`config.mk`:
```
export PLATFORM = sky130hd
export DESIGN_NAME = slc3_exec_ctrl
export DESIGN_NICKNAME = d
export VERILOG_FILES = /design/src/rtl/slc3_exec_ctrl.sv
export SDC_FILE = /design/constraint.sdc
export NUM_CORES = 1
export LEC_CHECK = 0
export BUFFER_PORTS_ARGS = -buffer_cell sky130_fd_sc_hd__clkbuf_2
export CORE_AREA = 2 2 67 69
export DETAILED_ROUTE_END_ITERATION = 16
export DIE_AREA = 0 0 69 71
export PLACE_DENSITY = 0.66
export SLEW_MARGIN = 10
export SYNTH_ARGS = -nofsm -noshare
export SYNTH_HDL_FRONTEND = slang
export SYNTH_SLANG_ARGS = --single-unit
```
`constraint.sdc`:
```
create_clock -name Clk -period 2.1 [get_ports Clk]
set_input_delay 0.42 -clock Clk [delete_from_list [all_inputs] [get_ports Clk]]
set_output_delay 0.42 -clock Clk [all_outputs]
set_load 0.005 [all_outputs]
```
`src/rtl/slc3_exec_ctrl.sv`:
```
`default_nettype none
// ============================================================================
// Module   : slc3_exec_ctrl
// Brief    : SLC-3 execution sequencer. Debounces Run/Continue, drives the CPU
//            reset/hold/resume controls and counts retired instructions.
//            Optional macro SLC3_SINGLE_STEP_EN: step_mode parks after each
//            retired instruction.
// Revision : 1.0 - initial release
// ============================================================================
module slc3_exec_ctrl #(
  parameter int SYNC_STAGES     = 2,
  parameter int DEBOUNCE_CYCLES = 4,
  parameter int CNT_W           = 16
) (
  input  logic             Clk,
  input  logic             Reset_n,
  input  logic             Run,
  input  logic             Continue,
  input  logic             cpu_pause_req,
  input  logic             cpu_instr_done,
  input  logic             step_mode,
  output logic             cpu_rst,
  output logic             cpu_hold,
  output logic             cpu_resume,
  output logic [2:0]       exec_state,
  output logic [CNT_W-1:0] instr_count
);

  localparam int              c_db_w    = $clog2(DEBOUNCE_CYCLES + 1);
  localparam logic [c_db_w-1:0] c_db_last = c_db_w'(DEBOUNCE_CYCLES - 1);

  localparam logic [2:0] c_st_idle   = 3'd0;
  localparam logic [2:0] c_st_clear  = 3'd1;
  localparam logic [2:0] c_st_run    = 3'd2;
  localparam logic [2:0] c_st_paused = 3'd3;
  localparam logic [2:0] c_st_resume = 3'd4;

  logic [1:0]       w_raw;
  logic [1:0]       w_evt;
  logic             w_run_evt;
  logic             w_cont_evt;
  logic             w_park;
  logic [2:0]       r_state;
  logic [2:0]       w_next;
  logic [CNT_W-1:0] r_count;

  assign w_raw = {Continue, Run};

  // Per button: sync chain, stability counter, filtered level and rise detect.
  generate
    for (genvar b = 0; b < 2; b++) begin : g_btn
      logic [SYNC_STAGES-1:0] r_sync;
      logic                   r_last;
      logic [c_db_w-1:0]      r_cnt;
      logic                   r_filt;
      logic                   r_filt_d;
      logic                   w_sync;

      assign w_sync = r_sync[SYNC_STAGES-1];

      always_ff @(posedge Clk or negedge Reset_n) begin
        if (!Reset_n) begin
          r_sync   <= '0;
          r_last   <= 1'b0;
          r_cnt    <= '0;
          r_filt   <= 1'b0;
          r_filt_d <= 1'b0;
        end else begin
          r_sync   <= {r_sync[SYNC_STAGES-2:0], w_raw[b]};
          r_last   <= w_sync;
          r_filt_d <= r_filt;
          if (w_sync != r_last) begin
            r_cnt <= '0;
          end else if (r_cnt != c_db_last) begin
            r_cnt <= r_cnt + 1'b1;
          end
          if ((w_sync == r_last) && (r_cnt == c_db_last)) begin
            r_filt <= w_sync;
          end
        end
      end

      assign w_evt[b] = r_filt & ~r_filt_d;
    end
  endgenerate

  assign w_run_evt  = w_evt[0];
  assign w_cont_evt = w_evt[1];

`ifdef SLC3_SINGLE_STEP_EN
  assign w_park = cpu_pause_req | (step_mode & cpu_instr_done);
`else
  logic w_step_unused;
  assign w_step_unused = step_mode;
  assign w_park        = cpu_pause_req;
`endif

  always_ff @(posedge Clk or negedge Reset_n) begin
    if (!Reset_n) begin
      r_state <= c_st_idle;
    end else begin
      r_state <= w_next;
    end
  end

  // Run is tested first everywhere so a simultaneous Continue is dropped.
  always_comb begin
    w_next = r_state;
    case (r_state)
      c_st_idle: begin
        if (w_run_evt) w_next = c_st_clear;
      end
      c_st_clear: begin
        w_next = c_st_run;
      end
      c_st_run: begin
        if (w_run_evt)   w_next = c_st_clear;
        else if (w_park) w_next = c_st_paused;
      end
      c_st_paused: begin
        if (w_run_evt)       w_next = c_st_clear;
        else if (w_cont_evt) w_next = c_st_resume;
      end
      c_st_resume: begin
        w_next = c_st_run;
      end
      default: begin
        w_next = c_st_idle;
      end
    endcase
  end

  always_comb begin
    cpu_rst    = (r_state == c_st_idle) || (r_state == c_st_clear);
    cpu_hold   = (r_state != c_st_run);
    cpu_resume = (r_state == c_st_resume);
    exec_state = r_state;
  end

  always_ff @(posedge Clk or negedge Reset_n) begin
    if (!Reset_n) begin
      r_count <= '0;
    end else if (r_state == c_st_clear) begin
      r_count <= '0;
    end else if ((r_state == c_st_run) && cpu_instr_done && (r_count != '1)) begin
      r_count <= r_count + 1'b1;
    end
  end

  assign instr_count = r_count;

endmodule
`default_nettype wire

```
# Yosys cells after proc, flatten, opt, wreduce, memory -nomap -nowiden
# Index checks and enable logic that the tools add are counted.
# op_classes
n_div	0
multipliers	0
n_addsub	3
n_bitwise	4
n_shift	0
mux	12
n_lt_le_gt_ge	0
n_eq_ne	17
reduce_logical	11
# ops
cell	count
16-bit two-way mux	2
3-bit two-way mux	9
16-bit by 1-bit adder with 16-bit output, second input constant	1
16-bit != test, second input constant	1
3-bit by 2-bit equality test with 1-bit output, second input constant	4
3-bit one-hot mux with 4 select lines	1
3-bit by 2-bit != test with 1-bit output, second input constant	3
3-bit by 1-bit adder with 3-bit output, second input constant	2
3-bit != test, second input constant	2
2-bit nonzero test	3
1-bit logical AND	4
3-bit by 1-bit equality test with 1-bit output, second input constant	1
3-bit equality test, second input constant	1
3-bit zero test	1
3-bit AND reduction	1
1-bit bitwise AND	2
1-bit equality test	2
1-bit != test	2
2-bit != test, second input constant	1
1-bit inverter	2
2-bit OR reduction	1
1-bit logical OR	1
# word_totals
word_cells	59
inputBits	7
ram_bits	0
out_inout_bits	22
ff_bits	35
memories	0
latch_bits	0
romBits	0

# Longest topological paths before layout
# Gate-level depths: netlist of the first run.
# logic_depth
depth_word	5
ltp_mapped	6
mapped_depth_nobuf	5

# Least setup slack after synthesis of the first run
# No wires, ideal clock.
# synth_timing
path_type	reg-to-reg
from	register r_count[0] (netlist: instr_count[0])
to	register r_count[14] (netlist: instr_count[14])
path_stages_with_launch	7
path_slack_ns	0.015
setup_ns	0.131
arrival_time_ns	1.954
period_less_slack_ns	2.085
n_path_buf	1
t_required_ns	1.969
cell_sequence	dfrtp_1 > ha_1 > nand3_2 > or4_1 > buf_2 > and3_1 > or3_1
# synth_between
elab_chain_len	3
word_cells_on_any_way	6
cone_classes	add/sub (1); eq/ne (1); mux (2); reduce/logical (2)
# synth_lines
element	line	rtl
start: declaration	45	logic [CNT_W-1:0] r_count;
start signal: assignment	146	r_count <= r_count + 1'b1;
16-bit by 1-bit adder with 16-bit output / 16-bit != test (equally long branches)	146, 145	
16-bit two-way mux / 1-bit logical AND (equally long branches)	145	end else if ((r_state == c_st_run) && cpu_instr_done && (r_count != '1)) begin
16-bit two-way mux / 2-bit nonzero test (equally long branches)	--	
# Several ways; a longest one is shown, not always the timed one. The select of a mux whose other input is x is not followed.
# A chain may end at the register's enable or synchronous reset.

# Worst setup path after layout of the first run
# Ends and elaborated chain as after synthesis.

==> run summary, run 1 <==
Counting every instance in the synthesized netlist gives 180. Timing would allow up to 520 MHz. Setup violations remaining at the end of the flow were counted as 0.

The run gives 2 as the H-tree depth reported by CTS. The share of cells above drive strength 1 was 0.281. The top cell types in the final layout, fill and taps aside, are 35 x sky130_fd_sc_hd__dfrtp_1, 27 x sky130_fd_sc_hd__clkbuf_2, 24 x sky130_fd_sc_hd__buf_4. The synthesized design contains 35 register bits.

The most common cell after layout, fill and taps aside is sky130_fd_sc_hd__dfrtp_1. The share of synthesized flip-flops with an asynchronous set or reset works out to 1.00. TritonCTS built the clock tree. The number of nets in the synthesized netlist is 192. The run gives 0.0446 ns as the worst setup slack after placement.

The logs give 2.26 ns for the required time at the worst-slack endpoint and 44 for the number of distinct library cells after synthesis. Combinational family with the most area after synthesis: simple AND/OR/NAND/NOR gates. The type of the worst min-delay path was input port to async pin. The tools report the final hold violation count as 0.

Routability-driven placement finished with a final weighted congestion of 0.774. By startpoint and endpoint, the worst setup path is classified as flip-flop to flip-flop. The die covers 4900 µm². The worst path in the final design needs a cycle of 1.92 ns, including I/O delays and setup. Among all flip-flop cells after synthesis, the most frequent one is sky130_fd_sc_hd__dfrtp_1. 29 I/O pins were placed.

The share of the synthesized area in compound gates (AO/OA/AOI/OAI) works out to 0.139. For the final antenna-violating net count, the log shows 0. In this run the vertical extent of the chip is 71 µm. Die extent in x: 69 µm.

The run finished with clean final reports. The startpoint class of the critical path is a flip-flop. The tools report the number of antenna violations at the first check in global routing as 0.

The total power after layout was 2.04 mW; the xor-xnor portion of the synthesized cell area was 0.0291. Setup repair after global routing left no endpoint under its margin. The final layout contains routed wiring with a total length of 3940 µm. Top cell type by total area after synthesis: sky130_fd_sc_hd__dfrtp_1. Simple-gate area share of the yosys netlist: 0.240.

For this design, the CTS-stage hold fixing added 0 buffers. The clock input transition at the sequential cells of the worst setup and hold paths works out to 0.07 ns. The signal arrival time at the worst endpoint came out at 2.09 ns. The initialized floorplan defines 24 standard-cell rows. The post-synthesis mux area share was 0.0388; the maximum clock path buffer count was 2. The number of pins exceeding their max-slew limit in the final report was 0. 0 antenna diodes ended up in the layout. During synthesis, Yosys emitted a total of 0 warnings. Counting flops with a built-in enable in the synthesized netlist gives 0. The run gives 2160 µm² as the cell area after placement. The highest net fanout along the worst path was 9. On the final layout, the worst clock skew is 0.00673 ns.

The top-area cell type share of the netlist area is 0.484. First-pass GRT wire length: 6710 µm. The post-synthesis adder-cell area fraction came out at 0.0346. The run gives 0.705 as the worst max-slew margin expressed relative to the limit. The logs give 0.430 for the starting utilization of the core area and 0 ns for the final sum of negative setup slack. The analysis attributes to cell leakage a power of 1.09 nW. The tools report the all-layer global routing usage as 0.172.

Clock tree root buffer cell: sky130_fd_sc_hd__clkbuf_8. The via density per instance was 5.49. The number of max-cap violations was 0; the area of all placed cells without fillers was 2270 µm².

The total overflow left after global routing is 0. At the pin with the least slew margin, the transition time is 0.443 ns. IR analysis of the VDD net gives a maximum drop of 0.629 mV. The endpoint type of the worst setup path is a flip-flop.

The first detailed-routing pass took 4 iterations. The vias after detailed routing is 1554, and the final routed wire length divided by cell count is 13.9 µm. The area growth from synthesis to layout is 25.4%. The final worst-path cycle share was 0.916.

The logs give 5 for the TritonCTS buffer count and 0.484 for the fraction of the yosys area taken by sequential cells. In this run the cell area of the synthesized design comes to 1810 µm². After synthesis, the cell types taking the most area are sky130_fd_sc_hd__dfrtp_1 48%, sky130_fd_sc_hd__mux2i_1 3.9%, sky130_fd_sc_hd__nor2_1 3.7%. The pin count of the biggest net entering global routing is 36. The tools report the DRC violation count after routing as 0. The core box area was 4200 µm². Port buffering added 27 buffers.

The detailed router finished its first iteration with 259 violations. The logs give 242 for the number of nets in the layout and 2820 µm for the sum of net half-perimeters after detailed placement. Clock tree synthesis found a total of 35 sinks. The via count of the first global-routing pass came out at 1455. A synthesized cell averages 10.0 µm². The power per unit of standard cell area is 900 nW/µm².

After layout, the worst setup slack is 0.177 ns. The clock latency reported for the late side of the worst-skew pair came out at 0.28 ns.
[synth_stat cells, types with 2 or more instances]
| cell | count |
|---|---|
| sky130_fd_sc_hd__nor4bb_1 | 2 |
| sky130_fd_sc_hd__mux2i_1 | 7 |
| sky130_fd_sc_hd__and3_1 | 2 |
| sky130_fd_sc_hd__buf_2 | 4 |
| sky130_fd_sc_hd__ha_1 | 5 |
| sky130_fd_sc_hd__inv_1 | 7 |
| sky130_fd_sc_hd__xor2_1 | 4 |
| sky130_fd_sc_hd__o2111a_1 | 4 |
| sky130_fd_sc_hd__nor3_1 | 8 |
| sky130_fd_sc_hd__a211o_1 | 5 |
| sky130_fd_sc_hd__nand3_1 | 8 |
| sky130_fd_sc_hd__o21a_1 | 2 |
| sky130_fd_sc_hd__xnor2_1 | 2 |
| sky130_fd_sc_hd__a21oi_1 | 8 |
| sky130_fd_sc_hd__nand2_1 | 11 |
| sky130_fd_sc_hd__or4_1 | 3 |
| sky130_fd_sc_hd__nor4_1 | 6 |
| sky130_fd_sc_hd__o21ai_0 | 5 |
| sky130_fd_sc_hd__nor2_1 | 18 |
| sky130_fd_sc_hd__clkbuf_1 | 3 |
| sky130_fd_sc_hd__dfrtp_1 | 35 |
| sky130_fd_sc_hd__nand2b_1 | 3 |
| sky130_fd_sc_hd__nand4_1 | 7 |
[kinds of logic after synthesis]
logic type,count (synthesis)
and+or+nand+nor,78
xor gates and xnor gates,6
AOI/OAI and AO/OA,34
buffers and inverters,15
muxes,7
DFF,35
adders and majority gates,5
[routing by layer]
metal / up-vias / GRT usage / wire length [µm]
met5: - / 0 / 0
met4: 0 / 0.0697 / 42
met3: 4 / 0.0456 / 175
met2: 35 / 0.287 / 2000
met1: 746 / 0.212 / 1720
li1: 769 / - / -
[registers in the layout, summed over array words and instances, names as in the netlist]
name / flops
g_btn.r_filt_d: 2
g_btn.r_filt: 2
instr_count: 16
g_btn.r_sync: 4
exec_state: 3
g_btn.r_cnt: 6
g_btn.r_last: 2
[report_power, final]
group | total (mW) | internal [mW] | switching (mW)
Sequential | 0.842 | 0.770 | 0.0726
Clock | 0.535 | 0.298 | 0.237
Combinational | 0.664 | 0.308 | 0.356
Total | 2.04 | 1.38 | 0.665
[cell type report]
class                      instances  area, µm²
fill                             389       1940
timing repair buffer              51        315
tap                               52       65.1
inverter                           7       26.3
clock buffer                       7       96.3
multi-input combinational        130        881
sequential                        35        876
clock inverter                     1       7.51
[repair_timing]
action                                 CTS  global route
setup endpoints to repair                0             3
endpoints found under the hold margin    0             0
setup buffers                            0             0
gates resized for setup                  0             1
[final timing paths]
| check | startpoint | endpoint | slack [ns] | depth (start not counted) |
|---|---|---|---|---|
| setup / recovery | instr_count[0] | instr_count[14] | 0.18 | 5 |
| hold / removal | Reset_n | instr_count[14] | 0.16 | 2 |
| setup reg to reg | instr_count[0] | instr_count[14] | 0.18 | 5 |
| hold reg to reg | g_btn[0].r_sync[0] | g_btn[0].r_sync[1] | 0.35 | 0 |
| max in group asynchronous | Reset_n | exec_state[0] | 1.62 | 2 |
| min in group Clk | Run | g_btn[0].r_sync[0] | 0.24 | 1 |
[metrics by stage]
stage                     instances  hold slack, ns   util
final                           283           0.155  0.539
after global routing            283           0.192  0.539
after CTS                       283           0.173  0.538
after detailed placement        275           0.338  0.514
after global placement          275           0.335  0.514
after floorplan                 180           0.124      -
[worst max-delay path, stage by stage, from the launching register on]
cell and delay, ns:
sky130_fd_sc_hd__dfrtp_1 0.36, sky130_fd_sc_hd__ha_1 0.21, sky130_fd_sc_hd__nand3_2 0.09, sky130_fd_sc_hd__or4_4 0.59, sky130_fd_sc_hd__and3_1 0.21, sky130_fd_sc_hd__or3_1 0.36
No activity file was read; power rests on OpenSTA's default activity.
==> run 2: changes to the inputs <==
--- a/config.mk
+++ b/config.mk
@@ -5,11 +5,11 @@
 export SDC_FILE = /design/constraint.sdc
 export NUM_CORES = 1
 export LEC_CHECK = 0
+export ABC_AREA = 1
 export BUFFER_PORTS_ARGS = -buffer_cell sky130_fd_sc_hd__clkbuf_2
-export CORE_AREA = 2 2 67 69
+export CORE_AREA = 2 2 69 71
 export DETAILED_ROUTE_END_ITERATION = 16
-export DIE_AREA = 0 0 69 71
-export PLACE_DENSITY = 0.66
+export DIE_AREA = 0 0 71 73
 export SLEW_MARGIN = 10
 export SYNTH_ARGS = -nofsm -noshare
 export SYNTH_HDL_FRONTEND = slang
==> constraint.sdc (replaced) <==
create_clock -name Clk -period 1.95 [get_ports Clk]
set_input_delay 0.39 -clock Clk [delete_from_list [all_inputs] [get_ports Clk]]
set_output_delay 0.39 -clock Clk [all_outputs]
set_load 0.005 [all_outputs]
==> run 2 against run 1 <==
  * Count of clock-buffer cells in the layout shrank 2
  * Largest cell class is now registers
  * Worst setup slack better by 0.050 ns
  * Via count rose by 7.2%
  * Cell count grew 18%
  * Highest routed layer unchanged
  * Routed wire length fell by 1.6%
  * Critical endpoint is now instr_count[3]
  * Die area rose by 5.8%
  * Final area shrank 2.4%
==> run summary, run 2 <==
The worst hold margin came out at 0.0457 ns (-0.109 ns). The tools report the total of endpoints with negative setup slack in the final report as 0 (unchanged). Ranked by total cell area, the synthesized netlist is headed by sky130_fd_sc_hd__dfrtp_1 46%, sky130_fd_sc_hd__nand2_1 14%, sky130_fd_sc_hd__nand3_1 9.4%. The number of pins exceeding their max-slew limit in the final report is 0 (unchanged), and the iteration count of the initial detailed-routing pass is 4 (unchanged). The capturing point of the worst reg2reg path was instr_count[3]. The slack of the worst reg-to-reg path was 0.23 ns (+0.05 ns); the vertical extent of the die was 73 µm (+2.8%).

The H-tree depth reported by CTS is 2 (unchanged). Among all flip-flop cells after synthesis, the most frequent one is sky130_fd_sc_hd__dfrtp_1. DRC violation count after routing: 0 (unchanged). CTS placed an instance of sky130_fd_sc_hd__clkbuf_8 at the clock tree root. The number of enable flip-flop cells after synthesis works out to 0 (unchanged).

The via density per instance came out at 5.00 (-8.9%). The number of max-cap violations is 0 (unchanged). The area of all placed cells without fillers is 2210 µm² (-2.4%). The final sum of negative setup slack is 0 ns (unchanged). The clock input transition at the sequential cells of the worst setup and hold paths is 0.08 ns (about the same). Leaving out fill and tap cells, the most frequent cell in the layout is sky130_fd_sc_hd__nand2_1.

The maximum clock path buffer count was 2 (unchanged). In this run the critical register-to-register path is launched from instr_count[1]. After synthesis, the largest family of logic cells by area is simple AND/OR/NAND/NOR gates. The share of synthesized flip-flops with an asynchronous set or reset is 1.00 (unchanged). TritonCTS built the clock tree. The count of input and output buffers was 27 (unchanged). The run gives 19 (-47%) as the pin count of the biggest net entering global routing. The highest net fanout along the worst path is 16 (+7), and the top-area cell type share of the netlist area is 0.459 (-0.0257). Final worst-path cycle share: 0.883 (-0.0322). The tools report the starting utilization of the core area as 0.421 (-0.00909). The logs give 1910 µm² (+5.6%) for the synthesized area and 6550 µm (-2.5%) for the first-pass GRT wire length. The most frequent cell on the critical path is sky130_fd_sc_hd__nand3_1. The core box area was 4540 µm² (+7.9%).

The die extent in x works out to 71 µm (+2.9%). The critical path goes through ha_1, nand3_1, inv_2, nand2_4, o21ai_4, nand3_1, nand2_1. All-layer global routing usage: 0.161 (-0.0104).

Setup repair after global routing left no endpoint under its margin. The shortest clock period the worst path allows after layout was 1.72 ns (-0.200 ns). The fraction of the yosys area taken by sequential cells is 0.459 (-0.0257). The number of antenna violations at the first check in global routing was 0 (unchanged). The critical path is of the flip-flop to flip-flop type. Final antenna-violating net count: 0 (unchanged). The flow ran to the end, and the final reports show no timing, DRC or antenna violations. The worst setup path is launched from a flip-flop.

The tools report the worst max-slew margin expressed relative to the limit as 0.668 (-0.0369). The largest individual stage delay along the critical path comes from the cell sky130_fd_sc_hd__dfrtp_1. The cell area after placement is 2100 µm² (-2.8%), and the final hold violation count is 0 (unchanged). The worst supply voltage drop on vdd came out at 0.414 mV (-34%). The logs give 0 (unchanged) for the overall overflow remaining after global route and 2760 µm (-2.1%) for the sum of net half-perimeters after detailed placement. The run gives 259 (+35%) as the number of nets produced by synthesis. STA classifies the critical path endpoint as a flip-flop. For the final core utilization, the log shows 0.488 (-0.0516). The final routed wire length divided by cell count was 11.6 µm (-16%).

The synthesized area per cell works out to 7.73 µm² (-23%). Xor-xnor portion of the synthesized cell area: 0.0229 (-0.00613). The die area was 5180 µm² (+5.8%). The top cell type by total area after synthesis is sky130_fd_sc_hd__dfrtp_1. The count of cells resized by post-cts repair came out at 0 (unchanged). The tools report the I/O pin count as 29 (unchanged).

The count of inserted antenna diode cells is 0 (unchanged). The required time at the worst-slack endpoint was 2.18 ns (-0.08 ns); the vias after detailed routing was 1666 (+7.2%). The flip-flop count of the largest register after layout is 16 (unchanged), and the instance count of the mapped netlist is 247 (+37%).

In this run the worst setup path terminates at instr_count[3]. The simple-gate area share of the yosys netlist was 0.356 (+0.116); the depth of the worst register-to-register path was 7 (+2). The row count is 25 (+4.2%).

The share of cells above drive strength 1 works out to 0.186 (-0.0950). The worst-margin pin slew came out at 0.498 ns (+0.0553 ns). The via count of the first global-routing pass was 1436 (-1.3%).

For the count of routing violations after the opening detailed-route iteration, the log shows 77 (-70%). The number of distinct library cells after synthesis came out at 26 (-41%). In the layout the commonest cells are 70 x sky130_fd_sc_hd__nand2_1, 36 x sky130_fd_sc_hd__nand3_1, 35 x sky130_fd_sc_hd__dfrtp_1. The run gives 3870 µm (-1.6%) as the wire length after detailed routing.

For the sink count of the clock tree, the log shows 35 (unchanged). The run gives 325 (+18%) as the cell count after placement. The run gives 333 (+18%) as the final cell count without fillers.

The post-CTS setup buffer count was 0 (unchanged); the cell leakage power was 1.18 nW (+8.5%). The tools report the TritonCTS buffer count as 5 (unchanged). The run gives 0.00945 ns (+0.00272 ns) as the worst-case clock skew.

The number of hold buffers added after CTS is 0 (unchanged). The tools report the total power after layout as 2.19 mW (+7.2%). Most common cell in the netlist: sky130_fd_sc_hd__nand2_1.

Tracing the worst setup path back leads to its startpoint at instr_count[1]. The number of nets in the layout was 290 (+20%); the signal arrival time at the worst endpoint was 1.95 ns (-0.14 ns). The post-synthesis mux area share is 0 (-0.0388), and the global placement routability congestion is 0.849 (+9.7%). The worst setup slack after placement is 0.249 ns (+0.205 ns). The number of synthesized register bits was 35 (unchanged). In the synthesized netlist, the cells that appear most often are 70 x sky130_fd_sc_hd__nand2_1, 36 x sky130_fd_sc_hd__nand3_1, 35 x sky130_fd_sc_hd__dfrtp_1, 31 x sky130_fd_sc_hd__inv_1, 22 x sky130_fd_sc_hd__nor2_1. The largest incremental delay on the critical path is 0.42 ns (-0.17 ns), and the power per unit of standard cell area is 989 nW/µm² (+9.9%). The share of the synthesized area in compound gates (AO/OA/AOI/OAI) is 0.0433 (-0.0959), and the clock latency reported for the late side of the worst-skew pair is 0.29 ns (about the same). The tightest min-delay check is of the input port to async pin type.

The count of synthesis-stage warnings from yosys was 0 (unchanged); the area growth from synthesis to layout was 15.9%. The logs give 581 MHz (+12%) for the maximum operating frequency and 0.227 ns (+0.0502 ns) for the worst setup margin. The post-synthesis adder-cell area fraction came out at 0.0328 (-0.00184).
[run 2: changes by cell type in the layout (fill, tap and decap cells not counted), sizes merged, moves of 3 or more]
cell and change:
a211o -5, nand2 +63, clkinv +3, nand3 +28, nor2 +7, inv +27, nand2b -3, mux2i -7
nor4 -6, a21oi -6, nor3 -4, buf -23, or4 -3, o2111a -4
[run 2: where the power goes]
| group | total, mW | switching (mW) | internal, mW |
|---|---|---|---|
| clock network | 0.662 | 0.281 | 0.381 |
| registers | 0.937 | 0.105 | 0.832 |
| logic | 0.590 | 0.379 | 0.211 |
[run 2: cells by family after synthesis]
family,after synthesis
buffers and inverters,39
flip-flops,35
AND/OR/NAND/NOR,150
XOR/XNOR,5
adder cells (fa/ha/maj),5
AO/OA/AOI/OAI,13
[run 2: per-layer routing]
metal / vias to the layer above / wire length, µm / share of wire / global-route usage
li1: 849 / - / - / -
met1: 776 / 1970 / 0.51 / 0.225
met5: - / 0 / 0 / 0
met2: 37 / 1690 / 0.44 / 0.237
met3: 4 / 163 / 0.042 / 0.0428
met4: 0 / 53 / 0.014 / 0.0692
[run 2: worst min-delay path by stage]
stage / startpoint / endpoint / cells after the start
detailed placement: g_btn[0].r_sync[0] / g_btn[0].r_sync[1] / 0
finish: Reset_n / g_btn[1].r_cnt[0] / 1
global placement: g_btn[1].r_sync[0] / g_btn[1].r_sync[1] / 0
global route: Reset_n / g_btn[1].r_cnt[0] / 1
floorplan: Reset_n / exec_state[0] / 0
CTS: Reset_n / g_btn[1].r_cnt[0] / 1
[run 2: layout make-up]
type                    instances  area (µm²)
fillers                       450        2320
flip-flops and latches         35         876
multi-input cells             173         870
repair buffers                 28         155
inverters                      35         131
clock buffers                   5        68.8
well taps                      54        67.6
clock inverters                 3        43.8
[run 2: critical path, delay by kind of cell (launching register included)]
kind                       cells  cell delay (ns)
buffers and inverters          1             0.15
AOI/OAI and AO/OA              1             0.41
adders and majority gates      1             0.21
and+or+nand+nor                4             0.46
DFF                            1             0.42
